### src/rtl/mem_port_arbiter_pkg.sv
// mem_port_arbiter_pkg: shared state encodings, port IDs, bus constants for the fetch/data memory arbiter.
package mem_port_arbiter_pkg;
    typedef enum logic [1:0] {ST_IDLE, ST_ACCESS, ST_ACK} state_t;
    localparam logic PORT_IF       = 1'b0;
    localparam logic PORT_D        = 1'b1;
    localparam logic CHIP_ENABLE   = 1'b1;
    localparam logic CHIP_DISABLE  = 1'b0;
    localparam logic WRITE_ENABLE  = 1'b1;
    localparam logic WRITE_DISABLE = 1'b0;
    localparam int   ADDR_W_DEF    = 32;
    localparam int   DATA_W_DEF    = 32;
endpackage

### src/rtl/mem_arb_pick.sv
// mem_arb_pick: combinational winner selection between fetch (bit 0) and data (bit 1).
// Ports: i_eligible (req vector), i_last_grant -> o_grant_valid, o_grant_id.
// Macro MEM_ARB_RR_EN: round robin on tie; otherwise data always wins a tie.
module mem_arb_pick
    import mem_port_arbiter_pkg::*;
(
    input  logic [1:0] i_eligible,
    input  logic       i_last_grant,
    output logic       o_grant_valid,
    output logic       o_grant_id
);
    assign o_grant_valid = |i_eligible;
`ifdef MEM_ARB_RR_EN
    assign o_grant_id = &i_eligible ? ~i_last_grant : i_eligible[PORT_D];
`else
    logic w_unused;
    assign w_unused   = i_last_grant;
    assign o_grant_id = i_eligible[PORT_D];
`endif
endmodule

### src/rtl/mem_port_arbiter.sv
// mem_port_arbiter: shares one memory port between instruction fetch (read only) and data load/store.
// Ports: if_* fetch requester, d_* data requester, mem_* registered memory command, busy_o state != IDLE.
// Macro MEM_ARB_RR_EN: round-robin tie-break instead of fixed data priority.
module mem_port_arbiter
    import mem_port_arbiter_pkg::*;
#(
    parameter int ADDR_W = ADDR_W_DEF,
    parameter int DATA_W = DATA_W_DEF,
    parameter int SEL_W  = DATA_W / 8
) (
    input  logic              clk,
    input  logic              rst,
    input  logic              if_req_i,
    input  logic [ADDR_W-1:0] if_addr_i,
    output logic              if_ack_o,
    output logic [DATA_W-1:0] if_data_o,
    input  logic              d_req_i,
    input  logic              d_we_i,
    input  logic [ADDR_W-1:0] d_addr_i,
    input  logic [SEL_W-1:0]  d_sel_i,
    input  logic [DATA_W-1:0] d_wdata_i,
    output logic              d_ack_o,
    output logic [DATA_W-1:0] d_rdata_o,
    output logic              mem_ce_o,
    output logic              mem_we_o,
    output logic [ADDR_W-1:0] mem_addr_o,
    output logic [SEL_W-1:0]  mem_sel_o,
    output logic [DATA_W-1:0] mem_wdata_o,
    input  logic [DATA_W-1:0] mem_rdata_i,
    output logic              busy_o
);
    state_t            r_state, w_next;
    logic              r_win, r_last_grant;
    logic              r_if_ack, r_d_ack, r_mem_ce, r_mem_we;
    logic [DATA_W-1:0] r_if_data, r_d_rdata, r_mem_wdata;
    logic [ADDR_W-1:0] r_mem_addr;
    logic [SEL_W-1:0]  r_mem_sel;
    logic [1:0]        w_elig;
    logic              w_gnt_valid, w_gnt_id;

    // In ACK the just-acked port is masked so a still-held req is not reissued back to back.
    always_comb begin
        w_elig = r_state == ST_IDLE ? {d_req_i, if_req_i} :
                 r_state == ST_ACK  ? {d_req_i, if_req_i} & (r_win ? 2'b01 : 2'b10) : 2'b00;
        w_next = r_state == ST_ACCESS ? ST_ACK : w_gnt_valid ? ST_ACCESS : ST_IDLE;
    end

    mem_arb_pick u_pick (
        .i_eligible    (w_elig),
        .i_last_grant  (r_last_grant),
        .o_grant_valid (w_gnt_valid),
        .o_grant_id    (w_gnt_id)
    );

    always_ff @(posedge clk or negedge rst) begin
        if (!rst) begin
            r_state      <= ST_IDLE;
            r_win        <= PORT_IF;
            r_last_grant <= PORT_D;
            r_if_ack     <= 1'b0;
            r_d_ack      <= 1'b0;
            r_mem_ce     <= CHIP_DISABLE;
            r_mem_we     <= WRITE_DISABLE;
            r_mem_addr   <= '0;
            r_mem_sel    <= '0;
            r_mem_wdata  <= '0;
            r_if_data    <= '0;
            r_d_rdata    <= '0;
        end else begin
            r_state  <= w_next;
            r_if_ack <= r_state == ST_ACCESS && r_win == PORT_IF;
            r_d_ack  <= r_state == ST_ACCESS && r_win == PORT_D;
            if (w_gnt_valid) begin
                r_win        <= w_gnt_id;
                r_last_grant <= w_gnt_id;
                r_mem_ce     <= CHIP_ENABLE;
                r_mem_we     <= w_gnt_id ? d_we_i : WRITE_DISABLE;
                r_mem_addr   <= w_gnt_id ? d_addr_i : if_addr_i;
                r_mem_sel    <= w_gnt_id ? d_sel_i : '1;
                r_mem_wdata  <= w_gnt_id ? d_wdata_i : '0;
            end else if (r_state == ST_ACCESS) begin
                r_mem_ce <= CHIP_DISABLE;
                r_mem_we <= WRITE_DISABLE;
                if (!r_mem_we && r_win == PORT_D) r_d_rdata <= mem_rdata_i;
                if (!r_mem_we && r_win == PORT_IF) r_if_data <= mem_rdata_i;
            end
        end
    end

    assign if_ack_o    = r_if_ack;
    assign if_data_o   = r_if_data;
    assign d_ack_o     = r_d_ack;
    assign d_rdata_o   = r_d_rdata;
    assign mem_ce_o    = r_mem_ce;
    assign mem_we_o    = r_mem_we;
    assign mem_addr_o  = r_mem_addr;
    assign mem_sel_o   = r_mem_sel;
    assign mem_wdata_o = r_mem_wdata;
    assign busy_o      = r_state != ST_IDLE;
endmodule

### config.mk
export PLATFORM = sky130hd
export DESIGN_NAME = mem_port_arbiter
export DESIGN_NICKNAME = d
export VERILOG_FILES = /design/src/rtl/mem_port_arbiter_pkg.sv /design/src/rtl/mem_arb_pick.sv /design/src/rtl/mem_port_arbiter.sv
export SDC_FILE = /design/constraint.sdc
export NUM_CORES = 1
export LEC_CHECK = 0
export ABC_AREA = 1
export CORE_MARGIN = 10
export CORE_UTILIZATION = 36
export CTS_CLUSTER_SIZE = 28
export DETAILED_ROUTE_END_ITERATION = 8
export GPL_ROUTABILITY_DRIVEN = 0
export GPL_TIMING_DRIVEN = 0
export PLACE_DENSITY = 0.75
export SETUP_SLACK_MARGIN = 0.15
export SLEW_MARGIN = 25
export SYNTH_ARGS = -nofsm -noshare
export SYNTH_HDL_FRONTEND = slang
export SYNTH_SLANG_ARGS = --single-unit
### constraint.sdc
create_clock -name clk -period 1.3 [get_ports clk]
set_input_delay 0.26 -clock clk [delete_from_list [all_inputs] [get_ports clk]]
set_output_delay 0.26 -clock clk [all_outputs]
set_load 0.01 [all_outputs]
# == Yosys cells after proc, flatten, opt, wreduce, memory -nomap -nowiden ==
# Index checks and enable logic that the tools add are counted.
# word_totals
ff_bits,139
wordCells,39
# op_classes
n_bitwise,3
mux,12
eq_ne,2
reduce_logical,11
# op_table
operator,count
32-bit two-way mux,2
2-bit two-way mux,4
3-bit AND reduction,2
1-bit two-way mux,5
1-bit logical AND,4
4-bit two-way mux,1
2-bit nonzero test,2
2-bit AND,1
2-bit by 1-bit == test with 1-bit output (second input constant),1
2-bit == test (second input constant),1
2-bit zero test,1
1-bit NOT,2
2-bit OR reduction,1
1-bit zero test,1

# == Depth between registers and ports, before layout ==
# logic_depth
ltp_word,7
mapped_depth,9
mapped_depth_nobuf,7

# == Cells and area by module ==
# From an unflattened synthesis, not the netlist that was laid out.
# unflattened
hier_cells,638
area_unflattened_um2,5711.7
# by_module_without_submodules
module,n_inst,area_each_um2,cells_per_inst
mem_port_arbiter,1,5693.0,634
mem_arb_pick,1,18.8,4

# == Least setup slack after synthesis ==
# Ideal clock, no wire load.
# synth_path
path_type,reg2reg
from,register r_win
to,register r_mem_addr[14] (netlist: mem_addr_o[14])
required_ns,1.182
slack_ns,0.069
setup_time_ns,0.118
arrival_time_ns,1.113
stages_incl_launch_ff,9
cell_sequence,dfrtp_1 nand2_2 nand3_2 nand2_1 inv_2 buf_6 buf_4 nand2_1 nand2_1
# synth_via
elab_chain_len,5
word_cells_on_any_way,6
# synth_lines
item,line_no,rtl
start: declaration,mem_port_arbiter.sv:33,"logic r_win, r_last_grant;"
start signal: assignment,mem_port_arbiter.sv:74,r_win <= w_gnt_id;
2-bit two-way mux *,mem_port_arbiter.sv:44,"r_state == ST_ACK ? {d_req_i, if_req_i} & (r_win ? 2'b01 : 2'b10) : 2'b00;"
2-bit AND *,mem_port_arbiter.sv:44,
2-bit two-way mux *,mem_port_arbiter.sv:44,
2-bit two-way mux *,mem_port_arbiter.sv:43,"w_elig = r_state == ST_IDLE ? {d_req_i, if_req_i} :"
32-bit two-way mux / 2-bit OR reduction (equally long branches),"mem_port_arbiter.sv:78, mem_arb_pick.sv:12",
end signal: assignment,mem_port_arbiter.sv:78,r_mem_addr <= w_gnt_id ? d_addr_i : if_addr_i;
end: declaration,mem_port_arbiter.sv:36,logic [ADDR_W-1:0] r_mem_addr;
# Mark *: on every way between the ends. The rest lies on a longest branch, timed or not.
# A chain may end at the register's enable or synchronous reset.

# == Final worst setup path ==
# layout_path
from,register r_state[0]
to,output port busy_o
# layout_via
elab_chain_len,1
# layout_lines
item,line_no,rtl
start: declaration,mem_port_arbiter.sv:32,"state_t r_state, w_next;"
start signal: assignment,mem_port_arbiter.sv:70,r_state <= w_next;
2-bit nonzero test,mem_port_arbiter.sv:99,assign busy_o = r_state != ST_IDLE;
end: declaration,mem_port_arbiter.sv:30,output logic busy_o
# No other way between the ends.

==> results list <==
- The area growth from synthesis to layout is 78.32%.
* Unrepaired setup endpoints after global routing: true
* Cell-by-cell trace of the critical path: or2_4 > buf_6
* Top cells by area in the synthesized netlist: dfrtp_1 (60%), nand2_1 (17%), inv_1 (6.5%), nand3_1 (5.5%), o21ai_0 (3.7%)
* Combined buffer and inverter count along the critical path: 1
* DR iter-0 viols: 275
- Measured along the y axis, the die boundary spans ~150 µm.
* Final clock skew: about 0.010 ns
- For this run, the top clock speed supported by timing is between 0.6 and 0.7 GHz.
* Headroom to the max-slew limit: 0.6969
- Min Tclk post-route: between 1 and 1.5 ns
- GRT overflow: 0
- Max_cap viols: 0
* Initial Util: 0.3664
* Maximum fanout along the worst path: 4
- Number of remaining DRC errors: 0
* Number of nets in the layout: between 1000 and 1500
- Sequential fraction of the synthesis area: 0.5998
* Die area: 0.02159 mm²
* H-Tree Level Count: 4
- Outcome: finished, violations left
- Crit path depth: 2
- Count of cell types in the netlist: 18
- Nets in the synthesized netlist: between 800 and 900
* Vias in the first global route: 5858
* Slowest library cell on the worst path: dfrtp_1
- After layout, the worst setup slack is -0.1448 ns.
- In this run the worst hold path is classified as input pin to asynchronous set/reset pin.
- The sequential cells in the finished layout cover a total of roughly 0.0035 mm².
* Peak supply drop: roughly 0.0011 V
- Area of the multi-input gates: around 0.0018 mm²
- Pin placement for this block handled 274 I/O pins.
- The final reports fail on negative hold slack, negative setup slack.
* Wire per inst: ~16 µm
* Fin crit share: 1.111
- Vias per inst: 4.512
- Worst Setup Start Kind: flop
* Core Footprint: between 0.015 and 0.02 mm²
- Synthesis-stage register bit count: between 100 and 150
- The worst setup path is captured at an output pin.
- The number of antenna violations at the first check in global routing was 0.
- R2R Path Start: r_state[1]
- A synthesized cell averages 8.344 µm².
* Number of buffers created by CTS: 17
- Summed over all nets, the half-perimeter wirelength after detailed placement is between 15000 and 20000 µm.
* Count of buffers inserted at the top-level ports: ~270
- Yosys Warn Count: 0
* Clock latency on the worst-skew pair: approximately 0.42 ns
- The routed layout has 5830 vias.
- Hold violation total from the final report: 53
- Once detail routing completed, the nets flagged for antenna violations numbered 0.
- Synthesis produced between 600 and 700 cells.
* Die width: around 150 µm
- The floorplan has 46 rows.
* Power consumption: between 20000 and 30000 µW
- The cell area that synthesis handed to floorplanning was approximately 0.0058 mm².
- ANT cells: 0
- The critical path in this run is classified as flop to output pin.
- In this design, the stage delay of the slowest critical-path cell is slightly above 0.4 ns.
- Data required time of the critical path: between 1 and 1.5 ns
- TritonCTS built the clock tree.
- Router iterations before antenna repair: 5
* Cell family with the largest share of critical-path delay: flip-flops
- Across all register-to-register paths, the minimum setup slack is -0.12 ns.
- # clock sinks: approximately 140
- Hold slack: -0.2477 ns
- In this run the deepest clock path goes through 2 buffers.
- Synth top area share: 0.5998
- Wire length of the first global-routing pass: 32400 µm
* Post-Route WL: ~21000 µm
* Final number of setup-violating endpoints: roughly 130
- The number of cells on the worst reg-to-reg path is 9.
- Leakage component of the power: ~0.0055 µW
- At the pin with the least slew margin, the transition time is 0.4547 ns.
- Root Driver: clkbuf_16
- Entering global routing, the biggest net connects 87 pins.
- Share of final-layout standard cells stronger than drive strength 1: 0.2732
* Reg-to-reg critical path endpoint: mem_wdata_o[13]
- Dividing total power by cell area gives a power density of between 2000 and 3000 mW/mm².
* Arr. time, crit path: roughly 1.2 ns
- After clock tree synthesis, the clock-pin slew on the worst setup and hold paths is 0.06 ns.
- Layout filler cell count: ~1300
- Largest area contributor in the synthesized netlist: dfrtp_1
- Final number of max-transition violations: 0
- Total Routing Usage GR: 0.1885
==> placed cells by master, fill, tap and decap left out, types with 3 or more instances in the layout <==
cell,count
clkdlybuf4s50_1,135
dfrtp_1,137
bufinv_16,4
buf_4,77
clkinv_4,3
clkbuf_4,4
inv_1,101
nand2_1,261
buf_2,28
o21ai_0,24
clkbuf_2,3
buf_8,5
nor2_1,16
clkbuf_16,20
nand2_4,5
clkbuf_8,6
nand3_1,64
o21ai_1,42
buf_6,124
==> layout make-up <==
class | instances | share of cell area
Multi-Input combinational cell | 418 | 0.1748
Clock inverter | 10 | 0.01609
Inverter | 103 | 0.03787
Clock buffer | 21 | 0.04453
Sequential cell | 139 | 0.3366
Buffer | 35 | 0.03714
Tap cell | 216 | 0.02613
Timing Repair Buffer | 350 | 0.3268
==> worst reg2reg max path: cells and delay by family, from the launching register on <==
family	cells	cell delay, ns
flops	1	0.39
buf+inv	4	0.49
simple gates	5	0.43
==> what timing repair did <==
| action | 4_1_cts | 5_1_grt |
|---|---|---|
| cloned | 4 | 1 |
| resized for setup | 717 | 54 |
| endpoints found under the setup margin | 272 | 273 |
| setup buffers | 36 | 36 |
| pin swaps | 4 | 2 |
| endpoints found under the hold margin | 53 | 53 |
==> through the flow <==
step	worst slack (ns)	util	std cells	cell area (µm²)	setup TNS (ns)
2_1_floorplan	0.1174	-	695	5843	0
3_3_place_gp	-5.715	0.5589	1184	8846	-823.20
3_5_place_dp	-0.5080	0.5609	1185	8879	-32.27
4_1_cts	-0.1465	0.6198	1256	9811	-6.486
5_1_grt	-0.1981	0.6534	1292	10340	-17.53
6_report	-0.1448	0.6534	1292	10340	-8.889
==> cells in the mapped netlist (all sizes together) <==
library cell  count
clkbuf           11
o21ai            66
inv             103
dfrtp           139
nand2           266
nor2             19
nand3            65
buf              25
or2               1
==> logic make-up (layout without fill, tap and decap cells) <==
logic type | count (synthesis) | in the layout | share of synthesized area
buf+inv | 139 | 519 | 0.09903
simple gates | 351 | 352 | 0.2442
flops | 139 | 139 | 0.5998
compound gates | 66 | 66 | 0.05696
==> worst max-delay path by stage <==
stage	from	end	slack (ns)
2_1_floorplan	r_state[1]	mem_addr_o[14]	0.12
3_3_place_gp	rst	mem_addr_o[18]	-5.71
3_5_place_dp	d_req_i	mem_addr_o[4]	-0.51
4_1_cts	r_state[0]	busy_o	-0.15
5_1_grt	r_state[1]	mem_wdata_o[15]	-0.20
6_report	r_state[0]	busy_o	-0.14
==> state kept, by name, summed over array words and instances, names as in the netlist <==
register	cells
if_ack_o	1
mem_sel_o	4
mem_wdata_o	32
mem_ce_o	1
if_data_o	32
r_win	1
d_ack_o	1
mem_we_o	1
r_state	2
mem_addr_o	32
d_rdata_o	32
==> metal layers <==
layer | wire [µm] | vias up | GRT usage
li1 | - | 2848 | -
met1 | 8570 | 2754 | 0.2209
met2 | 10760 | 193 | 0.3152
met3 | 1226 | 35 | 0.05313
met4 | 666 | 0 | 0.08474
met5 | 0 | - | 0
==> power breakdown <==
part	internal, µW	leakage [µW]	total (µW)	switching, µW
Combinational	7250	0.00354	13500	6270
Clock	3310	0.000299	5140	1830
Sequential	6500	0.00171	7950	1450
Total	17100	0.00555	26600	9560
(Power assumes the default switching activity.)
